## src/rtl/mplier_arbiter.sv

```systemverilog
// ============================================================================
// Module   : mplier_arbiter
// Purpose  : Round-robin sharing of one signed 32x32 multiplier among NUM_REQ
//            requesters; two-stage issue/result pipeline with backpressure.
//            Optional perf counters: define MPLIER_ARB_PERF_EN.
// Revision : 1.0 - initial release
// ============================================================================
`default_nettype none

module mplier_arbiter #(
    parameter int NUM_REQ = 4,
    parameter int ID_W    = 2,
    parameter int TAG_W   = 4
) (
    input  logic                     clk,
    input  logic                     rst_n,
    input  logic [NUM_REQ-1:0]       req_valid,
    output logic [NUM_REQ-1:0]       req_ready,
    input  logic [NUM_REQ*32-1:0]    req_mplier,
    input  logic [NUM_REQ*32-1:0]    req_mcand,
    input  logic [NUM_REQ*TAG_W-1:0] req_tag,
    output logic                     rsp_valid,
    input  logic                     rsp_ready,
    output logic [63:0]              rsp_product,
    output logic [ID_W-1:0]          rsp_id,
    output logic [TAG_W-1:0]         rsp_tag,
    output logic                     busy
`ifdef MPLIER_ARB_PERF_EN
    ,
    output logic [31:0]              perf_issued,
    output logic [31:0]              perf_stall
`endif
);

    logic [31:0]      w_mplier_arr [NUM_REQ];
    logic [31:0]      w_mcand_arr  [NUM_REQ];
    logic [TAG_W-1:0] w_tag_arr    [NUM_REQ];

    for (genvar gi = 0; gi < NUM_REQ; gi++) begin : g_unpack
        assign w_mplier_arr[gi] = req_mplier[gi*32 +: 32];
        assign w_mcand_arr[gi]  = req_mcand[gi*32 +: 32];
        assign w_tag_arr[gi]    = req_tag[gi*TAG_W +: TAG_W];
    end

    logic             r_s1_v;
    logic [31:0]      r_s1_mplier;
    logic [31:0]      r_s1_mcand;
    logic [ID_W-1:0]  r_s1_id;
    logic [TAG_W-1:0] r_s1_tag;
    logic [ID_W-1:0]  r_rr_ptr;

    logic             r_rsp_valid;
    logic [63:0]      r_rsp_product;
    logic [ID_W-1:0]  r_rsp_id;
    logic [TAG_W-1:0] r_rsp_tag;

    logic             w_s2_free;
    logic             w_s1_adv;
    logic             w_s1_free;
    logic [NUM_REQ-1:0] w_grant;
    logic [ID_W-1:0]  w_grant_id;
    logic             w_grant_any;
    logic [ID_W-1:0]  w_scan_idx;
    logic [ID_W-1:0]  w_next_ptr;
    logic [63:0]      w_product;

    assign w_s2_free = !r_rsp_valid || rsp_ready;
    assign w_s1_adv  = r_s1_v && w_s2_free;
    assign w_s1_free = !r_s1_v || w_s1_adv;

    // Scan from the pointer upward; reset also forces the grant off.
    always_comb begin
        w_grant     = '0;
        w_grant_id  = '0;
        w_grant_any = 1'b0;
        w_scan_idx  = '0;
        if (w_s1_free && rst_n) begin
            for (int k = 0; k < NUM_REQ; k++) begin
                w_scan_idx = ID_W'((int'(r_rr_ptr) + k) % NUM_REQ);
                if (!w_grant_any && req_valid[w_scan_idx]) begin
                    w_grant_any          = 1'b1;
                    w_grant_id           = w_scan_idx;
                    w_grant[w_scan_idx]  = 1'b1;
                end
            end
        end
    end

    assign req_ready  = w_grant;
    assign w_next_ptr = (w_grant_id == ID_W'(NUM_REQ - 1)) ? '0 : w_grant_id + 1'b1;

    mplier32x32 u_mplier (
        .mplier  (r_s1_mplier),
        .mcand   (r_s1_mcand),
        .product (w_product)
    );

    always_ff @(posedge clk) begin
        if (!rst_n) begin
            r_s1_v        <= 1'b0;
            r_s1_mplier   <= '0;
            r_s1_mcand    <= '0;
            r_s1_id       <= '0;
            r_s1_tag      <= '0;
            r_rr_ptr      <= '0;
            r_rsp_valid   <= 1'b0;
            r_rsp_product <= '0;
            r_rsp_id      <= '0;
            r_rsp_tag     <= '0;
        end else begin
            if (w_grant_any) begin
                r_s1_v      <= 1'b1;
                r_s1_mplier <= w_mplier_arr[w_grant_id];
                r_s1_mcand  <= w_mcand_arr[w_grant_id];
                r_s1_tag    <= w_tag_arr[w_grant_id];
                r_s1_id     <= w_grant_id;
                r_rr_ptr    <= w_next_ptr;
            end else if (w_s1_adv) begin
                r_s1_v <= 1'b0;
            end

            if (w_s1_adv) begin
                r_rsp_valid   <= 1'b1;
                r_rsp_product <= w_product;
                r_rsp_id      <= r_s1_id;
                r_rsp_tag     <= r_s1_tag;
            end else if (rsp_ready) begin
                r_rsp_valid <= 1'b0;
            end
        end
    end

    assign rsp_valid   = r_rsp_valid;
    assign rsp_product = r_rsp_product;
    assign rsp_id      = r_rsp_id;
    assign rsp_tag     = r_rsp_tag;
    assign busy        = r_s1_v || r_rsp_valid;

`ifdef MPLIER_ARB_PERF_EN
    logic [31:0] r_perf_issued;
    logic [31:0] r_perf_stall;
    logic        w_stall;

    assign w_stall = (|req_valid) && !(|w_grant);

    always_ff @(posedge clk) begin
        if (!rst_n) begin
            r_perf_issued <= '0;
            r_perf_stall  <= '0;
        end else begin
            if (w_grant_any) r_perf_issued <= r_perf_issued + 32'd1;
            if (w_stall)     r_perf_stall  <= r_perf_stall + 32'd1;
        end
    end

    assign perf_issued = r_perf_issued;
    assign perf_stall  = r_perf_stall;
`endif

endmodule

// Shared combinational signed multiplier datapath.
module mplier32x32 (
    input  logic [31:0] mplier,
    input  logic [31:0] mcand,
    output logic [63:0] product
);
    assign product = $signed({{32{mplier[31]}}, mplier}) * $signed({{32{mcand[31]}}, mcand});
endmodule

`default_nettype wire

```

## config.mk

```make
export PLATFORM = sky130hd
export DESIGN_NAME = mplier_arbiter
export DESIGN_NICKNAME = d
export VERILOG_FILES = /design/src/rtl/mplier_arbiter.sv
export SDC_FILE = /design/constraint.sdc
export NUM_CORES = 2
export LEC_CHECK = 0
export BUFFER_PORTS_ARGS = -buffer_cell sky130_fd_sc_hd__clkbuf_2
export CELL_PAD_IN_SITES_DETAIL_PLACEMENT = 0
export CELL_PAD_IN_SITES_GLOBAL_PLACEMENT = 1
export CORE_ASPECT_RATIO = 1.5
export CORE_MARGIN = 5
export CORE_UTILIZATION = 49
export DETAILED_ROUTE_END_ITERATION = 8
export PLACE_DENSITY_LB_ADDON = 0.1
export SYNTH_ARGS = -nofsm -noshare
export SYNTH_HDL_FRONTEND = slang
export SYNTH_SLANG_ARGS = --single-unit
```

## constraint.sdc

```tcl
create_clock -name clk -period 11.7 [get_ports clk]
set_input_delay 1.17 -clock clk [delete_from_list [all_inputs] [get_ports clk]]
set_output_delay 1.17 -clock clk [all_outputs]
set_load 0.03 [all_outputs]
```

==> flow_metrics.tcl <==
set metrics [dict create \
    num_io_pins 355 \
    fp.dieH_um 375 \
    rsz0062_at_grt "no" \
    avgSynthCellArea_um2 8.75 \
    htreeDepth 4 \
    path_class "reg2reg" \
    design_area_um2 46800 \
    met3RoutedLength_um 8240 \
    grt_max_degree 92 \
    synth_common_cells "fa_1 (1,082), inv_1 (970), nand2_1 (931)" \
    num_vias 35000 \
    worstMarginPinSlew_ps 1160 \
    antenna_left 0 \
    rows 133 \
    synth-edff-count 0 \
    timing.hold.ws_ps 449 \
    r2r-start "r_s1_mplier[31]$_SDFFE_PN0P_" \
    holdBufCountCts 0 \
    wl_met1_um 53400 \
    route.detailed.drc 0 \
    critPathCaptureType "flop" \
    cts_root_buffer "clkbuf_16" \
    ys_ff_latch 144 \
    netlist_area_um2 43500 \
    dp_hpwl_um 121000 \
    drt-pass1-iter-count 6 \
    numCtsBuffers 17 \
    synth_top_area_share_pct 49.8 \
    worstSetupStartpointType "flop" \
    clk_transition_reported_paths_ps 70 \
    wirelength_um 156000 \
    status "completed" \
    synth.area.top_cells "fa_1 (50%), inv_1 (8.4%), nand2_1 (8.0%)" \
    routedWlPerCell_um 24.9 \
    min_to "rsp_product[29]$_SDFFE_PN0P_" \
    ff2ff_path_depth 26 \
    synth_top_area_cell "fa_1" \
    r2r_end "rsp_product[60]$_SDFFE_PN0P_" \
    hold_viol_final 0 \
    fin_nets 6665 \
    core_region_area_um2 87900 \
    clock_sinks 144 \
    ctsResizeCount 0 \
    grt_pass1_vias 38300 \
    drv_cap 0 \
    fin_skew_ps 23.6 \
    antenna_found_initial 6 \
    seq_area_frac_synth_pct 6.63 \
    drive_gt1_share_pct 9.76 \
    cp.required_ps 12040 \
    setup_violations 0 \
    crit_path_max_fanout 19 \
    slew_violations 0 \
    syn-instance-count 4968 \
    portBuffers 354 \
    hold_depth 2 \
    cts_tree "built" \
    gp_congestion 0.925 \
    max_freq_mhz 108 \
    via_per_inst 5.58 \
    overflow 0 \
    ys_async_sr_fraction_pct 0 \
    grt_pass1_wl_um 235000 \
    die_area_um2 94900 \
    routed.top_layer "met5" \
    synth_ff_type "dfxtp_1" \
    yosysUniqueCellTypes 67 \
    die_w_um 253 \
    yosys_warnings 0 \
    synth_nets 6521 \
    r2r_slack_ps 2440 \
    syn_to_final_growth_pct 7.57 \
    setup-tns-final_ps 0 \
    clockBufferDepth 2 \
    cts_setup_buffers 0 \
    wl_met2_um 81500 \
    synth.most_common_cell "fa_1" \
    insertion_delay_ps 470 \
    period_share_pct 79.2 \
    start_util_pct 49.5 \
    hold_class "reg2reg" \
    grt.total_usage_pct 33.3 \
    max-slew-margin-rel_pct 22.8 \
    period_needed_ps 9260 \
    hp-start "rsp_product[29]$_SDFFE_PN0P_" \
    dpl_cell_area_um2 46100 \
    initialDrtViolationCount 2365 \
    cp.arrival_ps 9610 \
]
## routing by layer
metal	GRT usage, %	vias up
li1	-	15000
met1	36.8	18200
met2	59.7	1294
met3	5.01	510
met4	20.4	8
met5	0	-
## layout make-up
type                            count  area (um2)
Antenna cell                        1        2.50
Clock buffer                       19         443
Clock inverter                     12         206
Fill cell                        8553       41100
Inverter                          971        3650
Multi-Input combinational cell   3550       35800
Sequential cell                   144        2910
Tap cell                         1147        1440
Timing Repair Buffer              428        2330
## how the worst max path moves through the flow
stage	startpoint	endpoint	cells past startpoint
3_5_place_dp	r_s1_mplier[31]$_SDFFE_PN0P_	rsp_product[60]$_SDFFE_PN0P_	26
5_1_grt	r_s1_mplier[31]$_SDFFE_PN0P_	rsp_product[60]$_SDFFE_PN0P_	26
2_1_floorplan	r_s1_mplier[31]$_SDFFE_PN0P_	rsp_product[60]$_SDFFE_PN0P_	28
3_3_place_gp	r_s1_mplier[31]$_SDFFE_PN0P_	rsp_product[60]$_SDFFE_PN0P_	24
4_1_cts	r_s1_mplier[31]$_SDFFE_PN0P_	rsp_product[60]$_SDFFE_PN0P_	26
6_report	r_s1_mplier[31]$_SDFFE_PN0P_	rsp_product[60]$_SDFFE_PN0P_	26
## sequential cells by signal, indices dropped and copies added (netlist names), 2 cells and up
register / count
r_s1_tag: 4
r_s1_mplier: 32
r_s1_id: 2
r_rr_ptr: 2
r_s1_mcand: 32
rsp_id: 2
rsp_tag: 4
rsp_product: 64
## critical path, cell delays in order, from the launching register on
cell and delay (ps):
dfxtp_1 820, nand2_1 270, inv_1 150, fa_1 390, inv_1 230, fa_1 470
inv_1 220, fa_1 500, fa_1 900, inv_1 400, fa_1 580, inv_1 60
fa_1 530, inv_1 50, fa_1 460, fa_1 530, inv_1 50, ha_1 400
nand4_1 190, or4_1 530, or3_1 320, a211o_1 300, a41oi_2 280, o41ai_2 110
o21ai_1 180, xnor2_1 140, o21ai_1 70
## placed cells by master, fill, tap and decap left out, types with 17 or more instances in the layout
cell type / Yosys / routed
dfxtp_2: 0 / 18
a21oi_1: 166 / 166
nor2_1: 89 / 88
fa_1: 1082 / 1082
xnor2_1: 46 / 46
a31oi_1: 28 / 28
o21ai_0: 48 / 48
a31o_1: 17 / 17
dfxtp_1: 144 / 126
ha_1: 192 / 192
inv_1: 970 / 969
a211oi_1: 19 / 19
nand2_1: 931 / 931
xor2_1: 23 / 23
and2_1: 521 / 521
clkbuf_16: 0 / 17
buf_4: 6 / 74
clkbuf_2: 0 / 353
a21o_1: 27 / 27
nand3_1: 198 / 198
## per-stage QoR
step,setup slack (ps),utilization (%),instances
6_report,2440,53.2,6272
5_1_grt,1960,53.2,6272
4_1_cts,2470,53.2,6271
3_5_place_dp,2530,52.5,6240
3_3_place_gp,2690,52.5,6240
2_1_floorplan,3520,-,4968
## logic make-up after synthesis
| kind of cell | Yosys count | synth area share [%] |
|---|---|---|
| AO/OA/AOI/OAI | 381 | 5.43 |
| XOR/XNOR | 70 | 1.45 |
| adder cells (fa/ha/maj) | 1274 | 55.4 |
| buffers and inverters | 1274 | 11.1 |
| flip-flops | 144 | 6.63 |
| multiplexers | 12 | 0.305 |
| AND/OR/NAND/NOR | 1813 | 19.7 |
Power is left out: the tool's default activity adds up to more than one toggle a clock period on the data nets, which glitch-free logic cannot reach.
